==> src/rtl/hex_date_entry_if.sv <==
// Bundles the user-facing signals of the date entry block: raw keys and
// switches in, the edited BCD date, cursor position and write pulse out.
interface hex_date_entry_if;
    logic [1:0]  key;
    logic [3:0]  switch;
    logic [23:0] digits;
    logic [2:0]  cursor;
    logic        wr_strobe;

    modport master (
        output key,
        output switch,
        input  digits,
        input  cursor,
        input  wr_strobe
    );

    modport slave (
        input  key,
        input  switch,
        output digits,
        output cursor,
        output wr_strobe
    );
endinterface

==> src/rtl/hex_date_entry.sv <==
// Date entry front end: synchronizes and debounces two push-buttons and a
// 4-bit switch bank, then lets the user move an edit cursor across six BCD
// digits and write the switch value into the selected digit.
module hex_date_entry #(
    parameter int          DEBOUNCE_CYCLES = 500000,
    parameter logic [23:0] INIT_DIGITS     = 24'h082301
) (
    input  logic             clk,
    input  logic             reset,
    hex_date_entry_if.slave  bus
);

    localparam int             CNT_W   = $clog2(DEBOUNCE_CYCLES + 1);
    localparam logic [CNT_W-1:0] CNT_MAX = CNT_W'(DEBOUNCE_CYCLES - 1);

    logic [1:0]            key_ff1_q, key_ff1_d;
    logic [1:0]            key_ff2_q, key_ff2_d;
    logic [3:0]            sw_ff1_q,  sw_ff1_d;
    logic [3:0]            sw_ff2_q,  sw_ff2_d;
    logic [1:0]            stable_q,  stable_d;
    logic [1:0][CNT_W-1:0] cnt_q,     cnt_d;
    logic [23:0]           digits_q,  digits_d;
    logic [2:0]            cursor_q,  cursor_d;
    logic                  wr_strobe_q, wr_strobe_d;
    logic [1:0]            press;

    // Next-state logic: synchronizer shift, per-key debounce with press detection, then digit write and cursor advance
    always_comb begin
        key_ff1_d   = bus.key;
        key_ff2_d   = key_ff1_q;
        sw_ff1_d    = bus.switch;
        sw_ff2_d    = sw_ff1_q;
        stable_d    = stable_q;
        cnt_d       = cnt_q;
        press       = 2'b00;
        digits_d    = digits_q;
        cursor_d    = cursor_q;
        wr_strobe_d = 1'b0;

        for (int k = 0; k < 2; k++) begin
            if (key_ff2_q[k] == stable_q[k]) begin
                cnt_d[k] = '0;
            end else if (cnt_q[k] == CNT_MAX) begin
                stable_d[k] = key_ff2_q[k];
                cnt_d[k]    = '0;
                press[k]    = ~key_ff2_q[k];
            end else begin
                cnt_d[k] = cnt_q[k] + CNT_W'(1);
            end
        end

        // The write uses the cursor before any same-edge advance takes effect.
        if (press[0]) begin
            digits_d[{cursor_q, 2'b00} +: 4] = (sw_ff2_q > 4'd9) ? 4'd9 : sw_ff2_q;
            wr_strobe_d = 1'b1;
        end

        if (press[1]) begin
            cursor_d = (cursor_q == 3'd5) ? 3'd0 : cursor_q + 3'd1;
        end
    end

    // State registers; reset returns keys to released and the date to its initial value
    always_ff @(posedge clk) begin
        if (reset) begin
            key_ff1_q   <= 2'b11;
            key_ff2_q   <= 2'b11;
            sw_ff1_q    <= 4'hF;
            sw_ff2_q    <= 4'hF;
            stable_q    <= 2'b11;
            cnt_q       <= '0;
            digits_q    <= INIT_DIGITS;
            cursor_q    <= 3'd0;
            wr_strobe_q <= 1'b0;
        end else begin
            key_ff1_q   <= key_ff1_d;
            key_ff2_q   <= key_ff2_d;
            sw_ff1_q    <= sw_ff1_d;
            sw_ff2_q    <= sw_ff2_d;
            stable_q    <= stable_d;
            cnt_q       <= cnt_d;
            digits_q    <= digits_d;
            cursor_q    <= cursor_d;
            wr_strobe_q <= wr_strobe_d;
        end
    end

    assign bus.digits    = digits_q;
    assign bus.cursor    = cursor_q;
    assign bus.wr_strobe = wr_strobe_q;

endmodule
==> src/flat_wrapper.sv <==
// flat-port wrapper written by rule: the top's interface ports become plain ports
module hex_date_entry_flat 
#(
    parameter int          DEBOUNCE_CYCLES = 500000,
    parameter logic [23:0] INIT_DIGITS     = 24'h082301
)
  (clk, reset, bus_key, bus_switch, bus_digits, bus_cursor, bus_wr_strobe);
  hex_date_entry_if bus_i ();
  input  logic clk;
  input  logic reset;
  input wire logic [$bits(bus_i.key)-1:0] bus_key;
  input wire logic [$bits(bus_i.switch)-1:0] bus_switch;
  output wire logic [$bits(bus_i.digits)-1:0] bus_digits;
  output wire logic [$bits(bus_i.cursor)-1:0] bus_cursor;
  output wire logic [$bits(bus_i.wr_strobe)-1:0] bus_wr_strobe;
  assign bus_i.key = bus_key;
  assign bus_i.switch = bus_switch;
  assign bus_digits = bus_i.digits;
  assign bus_cursor = bus_i.cursor;
  assign bus_wr_strobe = bus_i.wr_strobe;
  hex_date_entry #(.DEBOUNCE_CYCLES(DEBOUNCE_CYCLES), .INIT_DIGITS(INIT_DIGITS)) u_core (.clk(clk), .reset(reset), .bus(bus_i));
endmodule
==> config.mk <==
export PLATFORM = sky130hd
export DESIGN_NAME = hex_date_entry_flat
export DESIGN_NICKNAME = d
export VERILOG_FILES = /design/src/rtl/hex_date_entry_if.sv /design/src/rtl/hex_date_entry.sv /design/src/flat_wrapper.sv
export SDC_FILE = /design/constraint.sdc
export NUM_CORES = 1
export LEC_CHECK = 0
export CORE_UTILIZATION = 45
export CTS_CLUSTER_SIZE = 12
export DETAILED_ROUTE_END_ITERATION = 10
export PLACE_DENSITY = 0.66
export RECOVER_POWER = 100
export SYNTH_ARGS = -nofsm -noshare
export SYNTH_HDL_FRONTEND = slang
export SYNTH_SLANG_ARGS = --single-unit
==> constraint.sdc <==
create_clock -name clk -period 5.3 [get_ports clk]
set_clock_uncertainty 0.1 [all_clocks]
set_input_delay 0.795 -clock clk [delete_from_list [all_inputs] [get_ports clk]]
set_output_delay 0.795 -clock clk [all_outputs]
set_load 0.05 [all_outputs]
# Word level (Yosys, flattened, before mapping)
# Cells that the tools add are included.
# W data, S select, Z words.
# classes
shift	2
reduce_logical	4
n_bitwise	4
order_cmp	1
mux	8
add_sub_neg	4
n_eq_ne	5
# op_table
cell	count
$add A19 B1 Y19 const B	2
$eq A19 B19 Y1 const B	2
$bwmux W24	1
$shift A4 B7 Y24 const A	1
$shiftx A4 B7 Y24	1
$neg A5 Y7	1
$reduce_or A3 Y1	2
$mux W1	5
$gt A4 B4 Y1 const B	1
$mux W4	1
$not A1 Y1	4
$reduce_and A2 Y1	2
$add A3 B1 Y3 const B	1
$eq A3 B3 Y1 const B	1
$mux W3	1
$eq A1 B1 Y1	2
# word_totals
inputBits	8
register_bits	80
word_cells	39

# Depth between registers and ports, before layout
# logic_depth
ltp_word	4
depth_mapped	8

# Worst setup path after synthesis
# No wires, ideal clock.
# synth_path
kind	register to register
startpoint	register u_core.cursor_q[0] (netlist: u_core.bus.cursor[0])
endpoint	register u_core.digits_q[21] (netlist: u_core.bus.digits[21])
stages_incl_launch_ff	9
arrival_time_ps	2523
slack_ps	2544
n_path_buf	1
setup_time_ps	132
path_cell_list	dfxtp_1 inv_1 ha_1 ha_1 clkbuf_1 nand4bb_1 or4_1 o21ai_0 a21oi_1
# synth_between
elab_chain_len	3
elab_cells_between_ends	4
classes_between	add/sub: 1; shift: 2; mux: 1
# synth_rtl
element	line_no	source
start: declaration	hex_date_entry.sv:23	logic [2:0] cursor_q, cursor_d;
start signal: assignment	hex_date_entry.sv:83	cursor_q <= cursor_d;
$neg A5 Y7 (*)	hex_date_entry.sv:54	digits_d[{cursor_q, 2'b00} +: 4] = (sw_ff2_q > 4'd9) ? 4'd9 : sw_ff2_q;
$shiftx A4 B7 Y24 or $shift A4 B7 Y24 (tied branches)	hex_date_entry.sv:54	
$bwmux W24 (*)	hex_date_entry.sv:54	
end signal: assignment	hex_date_entry.sv:82	digits_q <= digits_d;
end: declaration	hex_date_entry.sv:22	logic [23:0] digits_q, digits_d;
# Every way passes the cells marked *; elsewhere a longest branch is shown, timed or not.
# A chain may end at the register's enable or synchronous reset.

# Final worst setup path
# layout_path
startpoint	register u_core.cnt_q[0] in the netlist's numbering
endpoint	register u_core.cnt_q[16] in the netlist's numbering
# layout_between
elab_chain_len	2
elab_cells_between_ends	3
classes_between	add/sub: 1; eq/ne: 1; reduce/logical: 1
# layout_rtl
element	line_no	source
start: declaration	hex_date_entry.sv:21	logic [1:0][CNT_W-1:0] cnt_q, cnt_d;
start signal: assignment	hex_date_entry.sv:81	cnt_q <= cnt_d;
branches (longest 2 deep; another with $add A19 B1 Y19)	--	
# Parallel ways; which one is timed is not known.

==> flow_summary.ini <==
[sta]
tightest_slew_ps = 1962
tns_ps = 0
min_period_ps = 3181
drv_slew = 19
max_freq_mhz = 314.4
setup_ws_ps = 2119
hold_viol = 0
period_share = 0.6002
rsz0062_at_grt = no
slew_headroom = -0.3215
setup_viol = 0

[clocking]
htree_num_levels = 3
post-cts-setup-buffers = 0
hold_buffers = 0
clk_pin_slew_ps = 80
worst_skew_pair.late_latency_ps = 350
cts-root-buf = clkbuf_8
numCtsBuffers = 9
clockBufferDepth = 2
cts_tree = done
numClockSinks = 80
cts_resized = 0

[critical_path]
setup.worst_path.end_class = register
worstPathArrival_ps = 3230
cp-startpoint = u_core.cnt_q[0]
cp-start-kind = register
crit_type = reg -> reg
required_ps = 5350
critPathBufInv = 0
crit_family = compound AO/OA/AOI/OAI gates
slowest_stage = o21ai_0
timing.rr.start = u_core.cnt_q[0]
slowest_delay_ps = 1560
cp_max_fo = 18
crit_chain = ha_1, and4_1, nand3_1, o21ai_0, nor2_1

[outcome]
violations = max-capacitance violations, max-slew violations
status = finished, violations left

[cells_and_area]
fin_nets = 453
fillers = 722
drive_gt1_frac = 0.08597
syn2layout_area_growth_pct = 17.70
final_area_sq_um = 4227
antenna-diode-count = 0

[routing]
vias_per_cell = 5.243
vias = 2852
dr.pass1.iters = 4
totalWireLength_mm = 7.016
ant_nets = 0
drc = 0
wl_per_cell_um = 12.90
drt_iter0_drc = 69

[min_path]
hold_path.class = reg -> reg
min-delay-start = u_core.sw_ff1_q[2]

[power]
peakVddDrop_mv = 0.1897
powerDensity_nw_per_um2 = 268.1
p_leak_nw = 1.509

[floorplanning]
ios = 36
die_height_um = 91.33
rows = 32
die_x_um = 91.33
start_util = 0.4647
core_sq_um = 7727
die_area_sq_um = 8341

[yosys]
synth_area_sq_um = 3591
avgSynthCellArea_sq_um = 8.867
syn_nets = 421
synthesis.instances = 405
synth.ff_latch_count = 80
synth.distinct_cells = 43
yosysWarnings = 0
seq_area_frac_synth = 0.4460

[global_routing]
grt_usage = 0.1834
grt_overflow = 0
grt_pass1_wl_mm = 12.34
grt_max_degree = 39
antenna_found_initial = 0
grt_pass1_vias = 2709

[flow_run]
maxCapViolations = 1

[placement]
io_buffers = 35
pre_cts_slack_ps = 2252
dp.final_hpwl_mm = 4.995
place.gp.congestion = 0.7985
placed_area_sq_um = 4008
metrics by stage:
stage	instances	power, mW	util	hold slack, ps
after floorplan	405	0.6365	-	289.5
after global placement	528	0.6458	0.5186	291.7
after detailed placement	528	0.6463	0.5186	295.7
after CTS	544	1.149	0.5481	318.3
after global routing	544	1.175	0.5470	332.1
final	544	1.133	0.5470	315.9
flip-flops by register name, summed over array words and instances, names as in the netlist:
register,flops
u_core.bus.digits,24
u_core.bus.cursor,3
u_core.key_ff1_q,2
u_core.cnt_q,38
u_core.stable_q,2
u_core.bus.wr_strobe,1
u_core.key_ff2_q,2
u_core.sw_ff1_q,4
u_core.sw_ff2_q,4
where the power goes:
group,leakage [nW],internal [mW],switching [mW]
sequential,0.647,0.605,0.00256
combinational,0.748,0.00989,0.0139
clock,0.113,0.281,0.221
cell type report:
class / count / area (sq um) / share of cell area
multi-input combinational: 298 / 1867 / 0.4417
sequential: 80 / 1602 / 0.3789
timing repair buffer: 36 / 357.8 / 0.08467
clock buffer: 10 / 137.6 / 0.03256
tap: 102 / 127.6 / 0.03020
clock inverter: 6 / 90.09 / 0.02131
inverter: 12 / 45.04 / 0.01066
path summary, 6_finish.rpt:
path / end / slack, ps / cells past startpoint
min reg2reg: u_core.sw_ff2_q[2] / 320 / 1
max reg2reg: u_core.cnt_q[16] / 2120 / 5
max: u_core.cnt_q[16] / 2120 / 5
min: u_core.sw_ff2_q[2] / 320 / 1
metal layers:
| metal | vias to the layer above | global-route usage | wire [um] |
|---|---|---|---|
| li1 | 1492 | - | - |
| met1 | 1307 | 0.2439 | 3428 |
| met2 | 45 | 0.2835 | 3201 |
| met3 | 8 | 0.05360 | 300 |
| met4 | 0 | 0.06349 | 87 |
| met5 | - | 0 | 0 |
layout by cell type (no fill, tap or decap), types with 3 or more instances in the layout:
cell type	count
inv_1	11
nor4_1	12
clkbuf_8	10
nor2_1	47
or2_2	13
and3_1	6
dfxtp_1	80
nand2_1	41
nand4_1	17
nor4b_1	6
mux2_2	4
xor2_1	10
nand3_1	19
or4_1	4
a21oi_1	15
xnor2_1	21
or3_1	3
nor3_1	11
mux2i_1	17
nor3b_1	5
clkdlybuf4s50_1	6
dlygate4sd3_1	29
o21ai_0	14
nor2b_1	7
ha_1	8
synth_stat cells, drive strengths merged:
cell,count,share of area
nand3,19,0.026
o21ai,14,0.021
nand4,19,0.039
nor4b,6,0.015
or2,13,0.023
clkinv,1,0.0010
o311ai,1,0.0024
and3,6,0.010
or3,3,0.0052
o31ai,2,0.0042
mux2,4,0.013
nand4bb,1,0.0031
nand2b,1,0.0017
mux2i,17,0.047
nand3b,1,0.0021
clkbuf,10,0.011
nor3,11,0.015
a21oi,15,0.021
dfxtp,80,0.45
a2111o,1,0.0031
xor2,10,0.024
o211ai,1,0.0035
nor4bb,1,0.0028
nor4,12,0.021
nor2b,7,0.012
and4,2,0.0049
nor3b,5,0.010
inv,11,0.011
or4,6,0.014
nor2,47,0.049
or4b,1,0.0028
xnor2,21,0.051
ha,8,0.028
buf,5,0.0084
and2,2,0.0035
nand2,41,0.043
cells by family (layout without fill, tap and decap cells):
kind of cell | after synthesis | in the layout | synth area share
AND/OR/NAND/NOR | 204 | 204 | 0.3042
flip-flops | 80 | 80 | 0.4460
AO/OA/AOI/OAI | 34 | 34 | 0.05470
XOR/XNOR | 31 | 31 | 0.07561
buffers and inverters | 27 | 64 | 0.03170
multiplexers | 21 | 21 | 0.05993
adder cells (fa/ha/maj) | 8 | 8 | 0.02788
Power figures use the tool's default switching activity.
